## src/rtl/ddr3_pkg.sv

```systemverilog
// ---------------------------------------------------------------------------
// ddr3_pkg
// Shared types and defaults for the DDR3 command decoder slice.
//   ddr3_cmd_e   : 4-bit command code, {ras_n,cas_n,we_n} when cs_n=0, DES=8
//   ddr3_err_e   : 3-bit protocol violation cause, 0 = none
//   bank_state_e : per-bank FSM state
//   decodeCmd    : maps the raw command pins to a ddr3_cmd_e
// ---------------------------------------------------------------------------
package ddr3_pkg;

  localparam int DEF_BA_BITS   = 3;
  localparam int DEF_ADDR_BITS = 14;
  localparam int DEF_ROW_BITS  = 14;
  localparam int DEF_TRCD      = 6;
  localparam int DEF_TRP       = 6;
  localparam int DEF_TRFC      = 44;

  typedef enum logic [3:0] {
    CMD_MRS = 4'h0,
    CMD_REF = 4'h1,
    CMD_PRE = 4'h2,
    CMD_ACT = 4'h3,
    CMD_WR  = 4'h4,
    CMD_RD  = 4'h5,
    CMD_ZQ  = 4'h6,
    CMD_NOP = 4'h7,
    CMD_DES = 4'h8
  } ddr3_cmd_e;

  typedef enum logic [2:0] {
    ERR_NONE       = 3'd0,
    ERR_TRFC       = 3'd1,
    ERR_ACT_OPEN   = 3'd2,
    ERR_NOT_ACTIVE = 3'd3,
    ERR_REF_OPEN   = 3'd4,
    ERR_MRS_OPEN   = 3'd5
  } ddr3_err_e;

  typedef enum logic [1:0] {
    BANK_IDLE        = 2'd0,
    BANK_ACTIVATING  = 2'd1,
    BANK_ACTIVE      = 2'd2,
    BANK_PRECHARGING = 2'd3
  } bank_state_e;

  // A deasserted cke masks the pins entirely, so the cycle reads as NOP.
  function automatic ddr3_cmd_e decodeCmd(input logic cke, input logic csN,
                                          input logic rasN, input logic casN,
                                          input logic weN);
    ddr3_cmd_e c;
    if (!cke)
      c = CMD_NOP;
    else if (csN)
      c = CMD_DES;
    else
      c = ddr3_cmd_e'({1'b0, rasN, casN, weN});
    return c;
  endfunction

endpackage

```

## src/rtl/ddr3_cmd_decoder_if.sv

```systemverilog
// ---------------------------------------------------------------------------
// ddr3_cmd_decoder_if
// Bundles the DDR3 command pins and the decoder's report outputs.
//   master : drives cke/cs_n/ras_n/cas_n/we_n/ba/addr, observes reports
//   slave  : the decoder; samples pins, drives cmd_*, mode_reg*, bank_open,
//            err_*
// ---------------------------------------------------------------------------
interface ddr3_cmd_decoder_if #(
  parameter int BA_BITS   = 3,
  parameter int ADDR_BITS = 14,
  parameter int ROW_BITS  = 14
);

  logic                    cke;
  logic                    cs_n;
  logic                    ras_n;
  logic                    cas_n;
  logic                    we_n;
  logic [BA_BITS-1:0]      ba;
  logic [ADDR_BITS-1:0]    addr;

  logic                    cmd_valid;
  logic [3:0]              cmd_code;
  logic [BA_BITS-1:0]      cmd_bank;
  logic [ADDR_BITS-1:0]    cmd_addr;
  logic [ROW_BITS-1:0]     cmd_row;
  logic [ADDR_BITS-1:0]    mode_reg0;
  logic [ADDR_BITS-1:0]    mode_reg1;
  logic [ADDR_BITS-1:0]    mode_reg2;
  logic [2**BA_BITS-1:0]   bank_open;
  logic                    err_valid;
  logic [2:0]              err_code;

  modport master (
    output cke, cs_n, ras_n, cas_n, we_n, ba, addr,
    input  cmd_valid, cmd_code, cmd_bank, cmd_addr, cmd_row,
           mode_reg0, mode_reg1, mode_reg2, bank_open, err_valid, err_code
  );

  modport slave (
    input  cke, cs_n, ras_n, cas_n, we_n, ba, addr,
    output cmd_valid, cmd_code, cmd_bank, cmd_addr, cmd_row,
           mode_reg0, mode_reg1, mode_reg2, bank_open, err_valid, err_code
  );

endinterface

```

## src/rtl/ddr3_bank_fsm.sv

```systemverilog
// ---------------------------------------------------------------------------
// ddr3_bank_fsm
// One DDR3 bank: IDLE/ACTIVATING/ACTIVE/PRECHARGING state, latched row and a
// shared tRCD/tRP countdown.
//   ck, rst_n  : clock, async active-low reset
//   i_act      : accepted ACT to this bank (only asserted when o_idle)
//   i_pre      : accepted PRE to this bank (ignored when idle/precharging)
//   i_row      : row address captured on ACT
//   o_idle     : bank may take an ACT this cycle
//   o_active   : bank may take RD/WR this cycle
//   o_open     : registered ACTIVATING or ACTIVE
//   o_row      : row opened by the last accepted ACT
// ---------------------------------------------------------------------------
module ddr3_bank_fsm
  import ddr3_pkg::*;
#(
  parameter int ROW_BITS = DEF_ROW_BITS,
  parameter int TRCD     = DEF_TRCD,
  parameter int TRP      = DEF_TRP
) (
  input  logic                ck,
  input  logic                rst_n,
  input  logic                i_act,
  input  logic                i_pre,
  input  logic [ROW_BITS-1:0] i_row,
  output logic                o_idle,
  output logic                o_active,
  output logic                o_open,
  output logic [ROW_BITS-1:0] o_row
);

  localparam int T_MAX = (TRCD > TRP) ? TRCD : TRP;
  localparam int T_W   = $clog2(T_MAX);
  localparam logic [T_W-1:0] TRCD_LOAD = T_W'(TRCD - 1);
  localparam logic [T_W-1:0] TRP_LOAD  = T_W'(TRP - 1);

  bank_state_e         r_state;
  bank_state_e         w_effState;
  logic [T_W-1:0]      r_timer;
  logic [ROW_BITS-1:0] r_row;

  // A timed state whose counter has reached zero is already finished from the
  // point of view of a command sampled this edge; this is what makes a
  // command exactly TRCD/TRP edges later legal and one edge earlier illegal.
  always_comb begin
    w_effState = r_state;
    if (r_timer == '0) begin
      if (r_state == BANK_ACTIVATING)
        w_effState = BANK_ACTIVE;
      else if (r_state == BANK_PRECHARGING)
        w_effState = BANK_IDLE;
    end
  end

  always_ff @(posedge ck or negedge rst_n) begin
    if (!rst_n) begin
      r_state <= BANK_IDLE;
      r_timer <= '0;
      r_row   <= '0;
    end else begin
      r_state <= w_effState;
      if (r_timer != '0)
        r_timer <= r_timer - T_W'(1);
      case (w_effState)
        BANK_IDLE: begin
          if (i_act) begin
            r_state <= BANK_ACTIVATING;
            r_timer <= TRCD_LOAD;
            r_row   <= i_row;
          end
        end
        BANK_ACTIVATING, BANK_ACTIVE: begin
          if (i_pre) begin
            r_state <= BANK_PRECHARGING;
            r_timer <= TRP_LOAD;
          end
        end
        default: ;
      endcase
    end
  end

  assign o_idle   = (w_effState == BANK_IDLE);
  assign o_active = (w_effState == BANK_ACTIVE);
  assign o_open   = (r_state == BANK_ACTIVATING) || (r_state == BANK_ACTIVE);
  assign o_row    = r_row;

endmodule

```

## src/rtl/ddr3_cmd_decoder.sv

```systemverilog
// ---------------------------------------------------------------------------
// ddr3_cmd_decoder
// Memory-side DDR3 command decoder and protocol checker. Decodes the command
// pins every rising ck, keeps the three mode registers, tracks every bank and
// the global tRFC window, and reports each command plus any violation one
// cycle later.
//   ck, rst_n : clock, async active-low reset
//   bus       : ddr3_cmd_decoder_if slave modport (pins in, reports out)
// ---------------------------------------------------------------------------
module ddr3_cmd_decoder
  import ddr3_pkg::*;
#(
  parameter int BA_BITS   = DEF_BA_BITS,
  parameter int ADDR_BITS = DEF_ADDR_BITS,
  parameter int ROW_BITS  = DEF_ROW_BITS,
  parameter int TRCD      = DEF_TRCD,
  parameter int TRP       = DEF_TRP,
  parameter int TRFC      = DEF_TRFC
) (
  input  logic              ck,
  input  logic              rst_n,
  ddr3_cmd_decoder_if.slave bus
);

  localparam int NUM_BANKS = 1 << BA_BITS;
  localparam int RFC_W     = $clog2(TRFC);
  localparam logic [RFC_W-1:0] RFC_LOAD = RFC_W'(TRFC - 1);

  ddr3_cmd_e              w_cmd;
  logic                   w_isCmd;
  ddr3_err_e              w_err;
  logic                   w_accept;
  logic                   w_anyBusy;
  logic [NUM_BANKS-1:0]   w_bankSel;
  logic [NUM_BANKS-1:0]   w_actVec;
  logic [NUM_BANKS-1:0]   w_preVec;
  logic [NUM_BANKS-1:0]   w_bankIdle;
  logic [NUM_BANKS-1:0]   w_bankActive;
  logic [NUM_BANKS-1:0]   w_bankOpen;
  logic [ROW_BITS-1:0]    w_bankRow [NUM_BANKS];

  logic [RFC_W-1:0]       r_rfcTimer;
  logic [ADDR_BITS-1:0]   r_modeReg0;
  logic [ADDR_BITS-1:0]   r_modeReg1;
  logic [ADDR_BITS-1:0]   r_modeReg2;
  logic                   r_cmdValid;
  ddr3_cmd_e              r_cmdCode;
  logic [BA_BITS-1:0]     r_cmdBank;
  logic [ADDR_BITS-1:0]   r_cmdAddr;
  logic [ROW_BITS-1:0]    r_cmdRow;
  logic                   r_errValid;
  ddr3_err_e              r_errCode;

  assign w_cmd     = decodeCmd(bus.cke, bus.cs_n, bus.ras_n, bus.cas_n, bus.we_n);
  assign w_isCmd   = (w_cmd != CMD_NOP) && (w_cmd != CMD_DES);
  assign w_bankSel = NUM_BANKS'(1) << bus.ba;
  assign w_anyBusy = ~&w_bankIdle;

  // Only the highest-priority violation is reported; a command inside the
  // refresh window is flagged for that alone, whatever else is wrong with it.
  always_comb begin
    w_err = ERR_NONE;
    if (w_isCmd) begin
      if (r_rfcTimer != '0)
        w_err = ERR_TRFC;
      else if ((w_cmd == CMD_ACT) && !w_bankIdle[bus.ba])
        w_err = ERR_ACT_OPEN;
      else if (((w_cmd == CMD_RD) || (w_cmd == CMD_WR)) && !w_bankActive[bus.ba])
        w_err = ERR_NOT_ACTIVE;
      else if ((w_cmd == CMD_REF) && w_anyBusy)
        w_err = ERR_REF_OPEN;
      else if (((w_cmd == CMD_MRS) || (w_cmd == CMD_ZQ)) && w_anyBusy)
        w_err = ERR_MRS_OPEN;
    end
  end

  // Errored commands never reach the banks, timers or mode registers.
  assign w_accept = w_isCmd && (w_err == ERR_NONE);
  assign w_actVec = (w_accept && (w_cmd == CMD_ACT)) ? w_bankSel : '0;
  assign w_preVec = (w_accept && (w_cmd == CMD_PRE)) ?
                    (bus.addr[10] ? '1 : w_bankSel) : '0;

  generate
    for (genvar g = 0; g < NUM_BANKS; g++) begin : g_bank
      ddr3_bank_fsm #(
        .ROW_BITS (ROW_BITS),
        .TRCD     (TRCD),
        .TRP      (TRP)
      ) u_bank (
        .ck       (ck),
        .rst_n    (rst_n),
        .i_act    (w_actVec[g]),
        .i_pre    (w_preVec[g]),
        .i_row    (bus.addr[ROW_BITS-1:0]),
        .o_idle   (w_bankIdle[g]),
        .o_active (w_bankActive[g]),
        .o_open   (w_bankOpen[g]),
        .o_row    (w_bankRow[g])
      );
    end
  endgenerate

  // Global refresh window: reloads on an accepted REF, then counts down
  // regardless of cke.
  always_ff @(posedge ck or negedge rst_n) begin
    if (!rst_n)
      r_rfcTimer <= '0;
    else if (w_accept && (w_cmd == CMD_REF))
      r_rfcTimer <= RFC_LOAD;
    else if (r_rfcTimer != '0)
      r_rfcTimer <= r_rfcTimer - RFC_W'(1);
  end

  // Mode registers; an MRS to ba 3 or above is reported but stores nothing.
  always_ff @(posedge ck or negedge rst_n) begin
    if (!rst_n) begin
      r_modeReg0 <= '0;
      r_modeReg1 <= '0;
      r_modeReg2 <= '0;
    end else if (w_accept && (w_cmd == CMD_MRS)) begin
      case (bus.ba)
        BA_BITS'(0): r_modeReg0 <= bus.addr;
        BA_BITS'(1): r_modeReg1 <= bus.addr;
        BA_BITS'(2): r_modeReg2 <= bus.addr;
        default: ;
      endcase
    end
  end

  // Report registers: the valid/error pulses last one cycle, the command
  // fields hold the last real command until the next one arrives.
  always_ff @(posedge ck or negedge rst_n) begin
    if (!rst_n) begin
      r_cmdValid <= 1'b0;
      r_cmdCode  <= CMD_NOP;
      r_cmdBank  <= '0;
      r_cmdAddr  <= '0;
      r_cmdRow   <= '0;
      r_errValid <= 1'b0;
      r_errCode  <= ERR_NONE;
    end else begin
      r_cmdValid <= w_isCmd;
      r_errValid <= (w_err != ERR_NONE);
      r_errCode  <= w_err;
      if (w_isCmd) begin
        r_cmdCode <= w_cmd;
        r_cmdBank <= bus.ba;
        r_cmdAddr <= bus.addr;
        r_cmdRow  <= w_bankRow[bus.ba];
      end
    end
  end

  assign bus.cmd_valid = r_cmdValid;
  assign bus.cmd_code  = r_cmdCode;
  assign bus.cmd_bank  = r_cmdBank;
  assign bus.cmd_addr  = r_cmdAddr;
  assign bus.cmd_row   = r_cmdRow;
  assign bus.mode_reg0 = r_modeReg0;
  assign bus.mode_reg1 = r_modeReg1;
  assign bus.mode_reg2 = r_modeReg2;
  assign bus.bank_open = w_bankOpen;
  assign bus.err_valid = r_errValid;
  assign bus.err_code  = r_errCode;

endmodule

```

## src/flat_wrapper.sv

```systemverilog
// flat-port wrapper written by rule: the top's interface ports become plain ports
module ddr3_cmd_decoder_flat import ddr3_pkg::*;
#(
  parameter int BA_BITS   = DEF_BA_BITS,
  parameter int ADDR_BITS = DEF_ADDR_BITS,
  parameter int ROW_BITS  = DEF_ROW_BITS,
  parameter int TRCD      = DEF_TRCD,
  parameter int TRP       = DEF_TRP,
  parameter int TRFC      = DEF_TRFC
)
  (ck, rst_n, bus_cke, bus_cs_n, bus_ras_n, bus_cas_n, bus_we_n, bus_ba, bus_addr, bus_cmd_valid, bus_cmd_code, bus_cmd_bank, bus_cmd_addr, bus_cmd_row, bus_mode_reg0, bus_mode_reg1, bus_mode_reg2, bus_bank_open, bus_err_valid, bus_err_code);
  ddr3_cmd_decoder_if #(.BA_BITS(BA_BITS), .ADDR_BITS(ADDR_BITS), .ROW_BITS(ROW_BITS)) bus_i ();
  input  logic ck;
  input  logic rst_n;
  input wire logic [$bits(bus_i.cke)-1:0] bus_cke;
  input wire logic [$bits(bus_i.cs_n)-1:0] bus_cs_n;
  input wire logic [$bits(bus_i.ras_n)-1:0] bus_ras_n;
  input wire logic [$bits(bus_i.cas_n)-1:0] bus_cas_n;
  input wire logic [$bits(bus_i.we_n)-1:0] bus_we_n;
  input wire logic [$bits(bus_i.ba)-1:0] bus_ba;
  input wire logic [$bits(bus_i.addr)-1:0] bus_addr;
  output wire logic [$bits(bus_i.cmd_valid)-1:0] bus_cmd_valid;
  output wire logic [$bits(bus_i.cmd_code)-1:0] bus_cmd_code;
  output wire logic [$bits(bus_i.cmd_bank)-1:0] bus_cmd_bank;
  output wire logic [$bits(bus_i.cmd_addr)-1:0] bus_cmd_addr;
  output wire logic [$bits(bus_i.cmd_row)-1:0] bus_cmd_row;
  output wire logic [$bits(bus_i.mode_reg0)-1:0] bus_mode_reg0;
  output wire logic [$bits(bus_i.mode_reg1)-1:0] bus_mode_reg1;
  output wire logic [$bits(bus_i.mode_reg2)-1:0] bus_mode_reg2;
  output wire logic [$bits(bus_i.bank_open)-1:0] bus_bank_open;
  output wire logic [$bits(bus_i.err_valid)-1:0] bus_err_valid;
  output wire logic [$bits(bus_i.err_code)-1:0] bus_err_code;
  assign bus_i.cke = bus_cke;
  assign bus_i.cs_n = bus_cs_n;
  assign bus_i.ras_n = bus_ras_n;
  assign bus_i.cas_n = bus_cas_n;
  assign bus_i.we_n = bus_we_n;
  assign bus_i.ba = bus_ba;
  assign bus_i.addr = bus_addr;
  assign bus_cmd_valid = bus_i.cmd_valid;
  assign bus_cmd_code = bus_i.cmd_code;
  assign bus_cmd_bank = bus_i.cmd_bank;
  assign bus_cmd_addr = bus_i.cmd_addr;
  assign bus_cmd_row = bus_i.cmd_row;
  assign bus_mode_reg0 = bus_i.mode_reg0;
  assign bus_mode_reg1 = bus_i.mode_reg1;
  assign bus_mode_reg2 = bus_i.mode_reg2;
  assign bus_bank_open = bus_i.bank_open;
  assign bus_err_valid = bus_i.err_valid;
  assign bus_err_code = bus_i.err_code;
  ddr3_cmd_decoder #(.BA_BITS(BA_BITS), .ADDR_BITS(ADDR_BITS), .ROW_BITS(ROW_BITS), .TRCD(TRCD), .TRP(TRP), .TRFC(TRFC)) u_core (.ck(ck), .rst_n(rst_n), .bus(bus_i));
endmodule
```

## config.mk

```make
export PLATFORM = sky130hd
export DESIGN_NAME = ddr3_cmd_decoder_flat
export DESIGN_NICKNAME = d
export VERILOG_FILES = /design/src/rtl/ddr3_pkg.sv /design/src/rtl/ddr3_cmd_decoder_if.sv /design/src/rtl/ddr3_bank_fsm.sv /design/src/rtl/ddr3_cmd_decoder.sv /design/src/flat_wrapper.sv
export SDC_FILE = /design/constraint.sdc
export NUM_CORES = 1
export LEC_CHECK = 0
export ABC_CLOCK_PERIOD_IN_PS = 2700
export CAP_MARGIN = 20
export CORE_ASPECT_RATIO = 1.2
export CORE_MARGIN = 5
export CORE_UTILIZATION = 52
export CTS_CLUSTER_DIAMETER = 30
export DETAILED_ROUTE_END_ITERATION = 8
export PLACE_DENSITY = 0.86
export SLEW_MARGIN = 20
export SYNTH_ARGS = -nofsm -noshare
export SYNTH_HDL_FRONTEND = slang
export SYNTH_SLANG_ARGS = --single-unit
```

## constraint.sdc

```tcl
create_clock -name ck -period 2.7 [get_ports ck]
set_clock_uncertainty 0.1 [all_clocks]
set_input_delay 0.54 -clock ck [delete_from_list [all_inputs] [get_ports ck]]
set_output_delay 0.54 -clock ck [all_outputs]
set_load 0.005 [all_outputs]
```

==> run metrics <==
Power Density 858 nW/um^2; Hold Crit Class flop to flop; yosys warns 0; Final min period 3120 ps; leading cell type in the layout, fill and taps excluded dfrtp_1; total CTS buffers 42; final hold slack 390 ps; Syn Std Cell Area 12100 sq um; Die W 149 um; DRC 0; first-pass GRT wire length 61000 um; CTS H-Tree Depth 2; Setup WS post-layout -418 ps; max incr delay on CP 480 ps; status finished with violations; Finished Cell Area 17400 sq um; Clk Latency, worst-skew pair 560 ps; Cells after Synth 999; Vias 10505; final wirelength 43100 um; Die H 177 um; total power draw 0.0149 W; total die area 26400 sq um; Tcrit/Tclk final 1.15; top-area cell type share of the netlist area 0.492; most frequent cells in the layout 236 x dfrtp_1, 172 x buf_4, 114 x mux2_2; critical setup path kind flop to flop; critical-path maximum fanout 5; final max-slew violation count 0; Fillers 1258; DRT Pass-1 Iters 7; worst r2r path cells 13; num ports 114; hold path depth 2; area post-placement 14600 sq um; largest area contributor in the netlist dfrtp_1; #FFs+latches synth 240; Wirelength per Cell 26.0 um; peak supply drop 591 uV; CTS Sinks 240; vias in the first global route 11032; Worst setup EP type flop; synth unique cells 74; CP Launch Type flop; I/O Buffers 113; Routed Antenna Nets 0; Post-synth EDFFs 0; largest net degree at the start of global routing 81; CTS clk-pin slew, worst paths 60 ps; Post-Syn Nets 1057; Mean Syn Cell Area 12.1 sq um; setup violators final 95; Fmax 321 MHz; post-synthesis sequential area ratio 0.498; root buffer cell clkbuf_16; FFs w/ async S/R, synth 1.00; crit path DAT 3430 ps; Slew @ Worst Pin 656 ps; Core Area 23000 sq um; gr usage total 0.296; Overflow after GRT 0; Initial Utilization 0.523; RSZ-0062 raised after global routing yes; global placement routability congestion 0.899; clk buf depth 3; failing checks setup timing; CP Data Required Time 3010 ps; cell at the slowest stage of the critical path mux4_2; Multi-input gate area 6210 sq um; relative slew slack 0.561; layout cell share with drive strength beyond 1 0.452; Reg area 6010 sq um; fin util 0.756; setup TNS -19170 ps; row count 61; ys flop type dfrtp_1; Hold Fails Final Rpt 0; drt initial violations 1012; CP cell instances inv_2 > ha_4 > nand3b_1 > a21boi_2 > ha_2 > mux4_2 > nand2_2 > nand4_1 > o311a_4 > buf_6 > nand3_4 > buf_12 > mux2_4; max-cap violations 0; vias per cell 6.34; post-DP HPWL 20800 um; CTS tree built; leading post-synthesis cells by cell area dfrtp_1 49%, mux2_2 13%, mux4_2 5.6%; # diodes 0; P&R area growth vs syn 44.4%; P_leak 8.36 nW; initial antenna violation count 0; final net count 1367
[synth_stat cells, types with 3 or more instances]
library cell	number
o221a_2	3
a21oi_1	44
o31a_1	4
mux2i_1	21
xnor2_1	7
nand3_1	15
inv_1	49
a22oi_1	8
dfrtp_1	237
ha_1	34
or2_2	5
o21a_1	4
xor2_1	3
buf_4	10
clkbuf_1	30
nor2b_1	7
buf_6	5
nor3_1	10
mux4_2	30
o22a_1	5
buf_2	16
mux2_1	3
nand2b_1	14
o21ai_0	40
a2bb2oi_1	4
nand3b_1	3
nand2_1	92
nor2_1	61
mux2_2	141
nand3_4	3
mux2_4	17
nor4_4	4
a211oi_1	9
dfstp_2	3
a32oi_1	3
o31ai_1	4
[what timing repair did]
item | 4_1_cts | 5_1_grt
setup buffers | 26 | 28
endpoints found under the hold margin | 74 | 0
hold buffers | 1 | 0
setup endpoints to repair | 75 | 138
gates cloned | 3 | 3
resized for setup | 83 | 88
pin swaps | 19 | 34
[power breakdown]
group / switching [W] / leakage, nW / internal (W) / total, W
logic: 0.00242 / 4.41 / 0.00260 / 0.00502
registers: 0.000307 / 3.21 / 0.00401 / 0.00432
clock network: 0.00216 / 0.737 / 0.00345 / 0.00560
[final timing paths]
path,slack [ps],end,startpoint
max,-420,u_core.bus.mode_reg1[13],u_core.g_bank[5].u_bank.r_timer[1]
min,390,u_core.g_bank[5].u_bank.o_row[11],u_core.g_bank[5].u_bank.o_row[11]
max reg2reg,-420,u_core.bus.mode_reg1[13],u_core.g_bank[5].u_bank.r_timer[1]
min reg2reg,390,u_core.g_bank[5].u_bank.o_row[11],u_core.g_bank[5].u_bank.o_row[11]
max in group asynchronous,1220,u_core.bus.mode_reg1[13],rst_n
min in group asynchronous,460,u_core.bus.mode_reg2[12],rst_n
[worst max-delay path: cells and delay by family (launching register included)]
family                     cells  cell delay (ps)
adders and majority gates      2              370
muxes                          2              780
AOI/OAI and AO/OA              2              420
DFF                            1              410
buffers and inverters          3              430
and+or+nand+nor                4              470
[per-layer routing]
layer	wire, um	vias to the layer above	track usage
met5	0	-	0
met4	3580	0	0.183
met3	3760	315	0.0576
met2	21000	814	0.502
met1	14800	5185	0.345
li1	-	4191	-
[cell families after synthesis]
| group | share of synthesized area |
|---|---|
| flip-flops | 0.498 |
| AND/OR/NAND/NOR | 0.103 |
| multiplexers | 0.231 |
| AO/OA/AOI/OAI | 0.0810 |
| buffers and inverters | 0.0446 |
| adder cells (fa/ha/maj) | 0.0353 |
| XOR/XNOR | 0.00726 |
[cell type report]
class | instances | area share
multi-input combinational | 645 | 0.356
sequential | 240 | 0.345
clock inverter | 30 | 0.0213
clock buffer | 48 | 0.0651
inverter | 51 | 0.0111
tap | 315 | 0.0226
timing repair buffer | 329 | 0.179
[stage by stage]
step,setup slack [ps],cells
finish,-418,1658
floorplan,-185,999
CTS,-216,1629
detailed placement,-283,1522
global placement,-152,1522
global route,-456,1658
[state kept, by name (all words and copies together) (netlist names)]
register,flops
u_core.bus.cmd_code,4
u_core.bus.err_code,3
u_core.g_bank.u_bank.r_timer,24
u_core.bus.mode_reg2,14
u_core.bus.cmd_row,14
u_core.g_bank.u_bank.o_row,112
u_core.bus.mode_reg0,14
u_core.bus.mode_reg1,14
u_core.bus.cmd_bank,3
u_core.r_rfcTimer,6
u_core.bus.cmd_valid,1
u_core.g_bank.u_bank.r_state,16
u_core.bus.cmd_addr,14
u_core.bus.err_valid,1
Power figures use the tool's default switching activity.
==> patch, RTL diff (same flow settings) <==
Re-encode `bank_state_e` (4 states) as one-hot, 4 bits wide.
--- a/src/rtl/ddr3_pkg.sv
+++ b/src/rtl/ddr3_pkg.sv
@@ -36,11 +36,11 @@
     ERR_MRS_OPEN   = 3'd5
   } ddr3_err_e;
 
-  typedef enum logic [1:0] {
-    BANK_IDLE        = 2'd0,
-    BANK_ACTIVATING  = 2'd1,
-    BANK_ACTIVE      = 2'd2,
-    BANK_PRECHARGING = 2'd3
+  typedef enum logic [3:0] {
+    BANK_IDLE        = 4'b0001,
+    BANK_ACTIVATING  = 4'b0010,
+    BANK_ACTIVE      = 4'b0100,
+    BANK_PRECHARGING = 4'b1000
   } bank_state_e;
 
   // A deasserted cke masks the pins entirely, so the cycle reads as NOP.
Behaviour: same outputs for any inputs over 4 cycles, from zero or initial values and one cycle with rst_n low; so few cycles prove little.
==> patch against the unedited design <==
The flow still finishes with violations (negative setup slack); critical path type unchanged; combinational power shrank 49%; setup slack worse by 0.50 ns; design area rose by 6.6%; first-iteration DRC count rose by 35%; synthesized area up 3.9%; routed wire length is 18% higher; fmax is 14% lower; total power fell by 16%; critical path depth fell by 1; sequential cell count increased by 16.
==> patch: results (changes against the unedited design) <==
Status -> finished with violations
Failing checks -> negative setup slack
Multi-input gate area -> 6530 um^2 (+5.2%)
Bufs w/o clock -> 360 (+9.4%)
Final worst slack -> -0.9185 ns (-0.5001 ns)
1st-pass router iterations -> 6 (-1)
Vias in the first global route -> 11450 (+3.8%)
Setup TNS -> -146.47 ns (-127.30 ns)
Clock network area share -> 7.912% (-0.73 points)
Multi-input gates -> 659 (+2.2%)
Syn_nets -> 1056 (-0.095%)
Vias/cell -> 6.522 (+2.9%)
Worst-path maximum fanout -> 7 (+2)
Mux cell area share after synthesis -> 21.73% (-1.4 points)
Gpl congestion -> 0.8917 (-0.86%)
Share of post-route cells with drive strength above 1 -> 45.76% (+0.57 points)
Post-synthesis adder-cell area fraction -> 1.696% (-1.8 points)
Largest net degree at the start of global routing -> 87 (+7.4%)
Final setup viols -> 202 (+110%)
Crit path max-delay family -> simple AND/OR/NAND/NOR gates
Filler cell count -> 1210 (-3.8%)
Seq_cells -> 256 (+6.7%)
Nets -> 1390 (+1.7%)
Data arrival time of the worst path -> 3.95 ns (+0.52 ns)
Top cells by instance count after synthesis -> 245 x dfrtp_1, 122 x mux2_2, 100 x nand2_1
Sequential area share after synthesis -> 51.20% (+1.4 points)
Largest cells by area after synthesis -> dfrtp_1 49%, mux2_2 11%, mux4_2 5.0%
Post-Synth XOR/XNOR Area -> 0.9081% (+0.18 points)
Clock power share -> 45.4% (+7.9 points)
Num CTS Buffers -> 40 (-4.8%)
Crit-path max cell delay -> 0.72 ns (+0.24 ns)
-- patch: path summary, 6_finish.rpt --
kind,startpoint,endpoint,cells past startpoint
max,u_core.g_bank[6].u_bank.r_state[3]$_DFF_PN0_,u_core.g_bank[2].u_bank.o_row[3]$_DFFE_PN0P_,12
min,u_core.bus.cmd_addr[8]$_DFFE_PN0P_,u_core.bus.cmd_addr[8]$_DFFE_PN0P_,2
max reg2reg,u_core.g_bank[6].u_bank.r_state[3]$_DFF_PN0_,u_core.g_bank[2].u_bank.o_row[3]$_DFFE_PN0P_,12
min reg2reg,u_core.bus.cmd_addr[8]$_DFFE_PN0P_,u_core.bus.cmd_addr[8]$_DFFE_PN0P_,2
max in group asynchronous,rst_n,u_core.bus.cmd_code[2]$_DFFE_PN1P_,3
min in group asynchronous,rst_n,u_core.g_bank[5].u_bank.r_timer[2]$_DFF_PN0_,2
-- patch: timing repair --
| item | 4_1_cts | 5_1_grt |
|---|---|---|
| resized for setup | 165 | 100 |
| hold buffers | 1 | 0 |
| setup endpoints to repair | 201 | 203 |
| pin swaps | 35 | 35 |
| gates cloned | 10 | 1 |
| hold endpoints to repair | 78 | 0 |
| buffers inserted | 44 | 37 |
-- patch: routing by layer --
| metal | vias up | GRT usage [%] | part of all wire, % | wire length, um |
|---|---|---|---|---|
| met5 | - | 0 | 0 | 0 |
| met3 | 398 | 8.226 | 11 | 5484 |
| met2 | 995 | 52.51 | 46 | 23400 |
| met4 | 0 | 20.89 | 10 | 5140 |
| li1 | 4295 | - | - | - |
| met1 | 5406 | 38.36 | 33 | 16840 |
-- patch: per-stage QoR --
step | std cells | area, um^2
floorplan | 1015 | 12680
global placement | 1547 | 15300
detailed placement | 1547 | 15300
CTS | 1669 | 17950
global route | 1701 | 18570
finish | 1701 | 18570
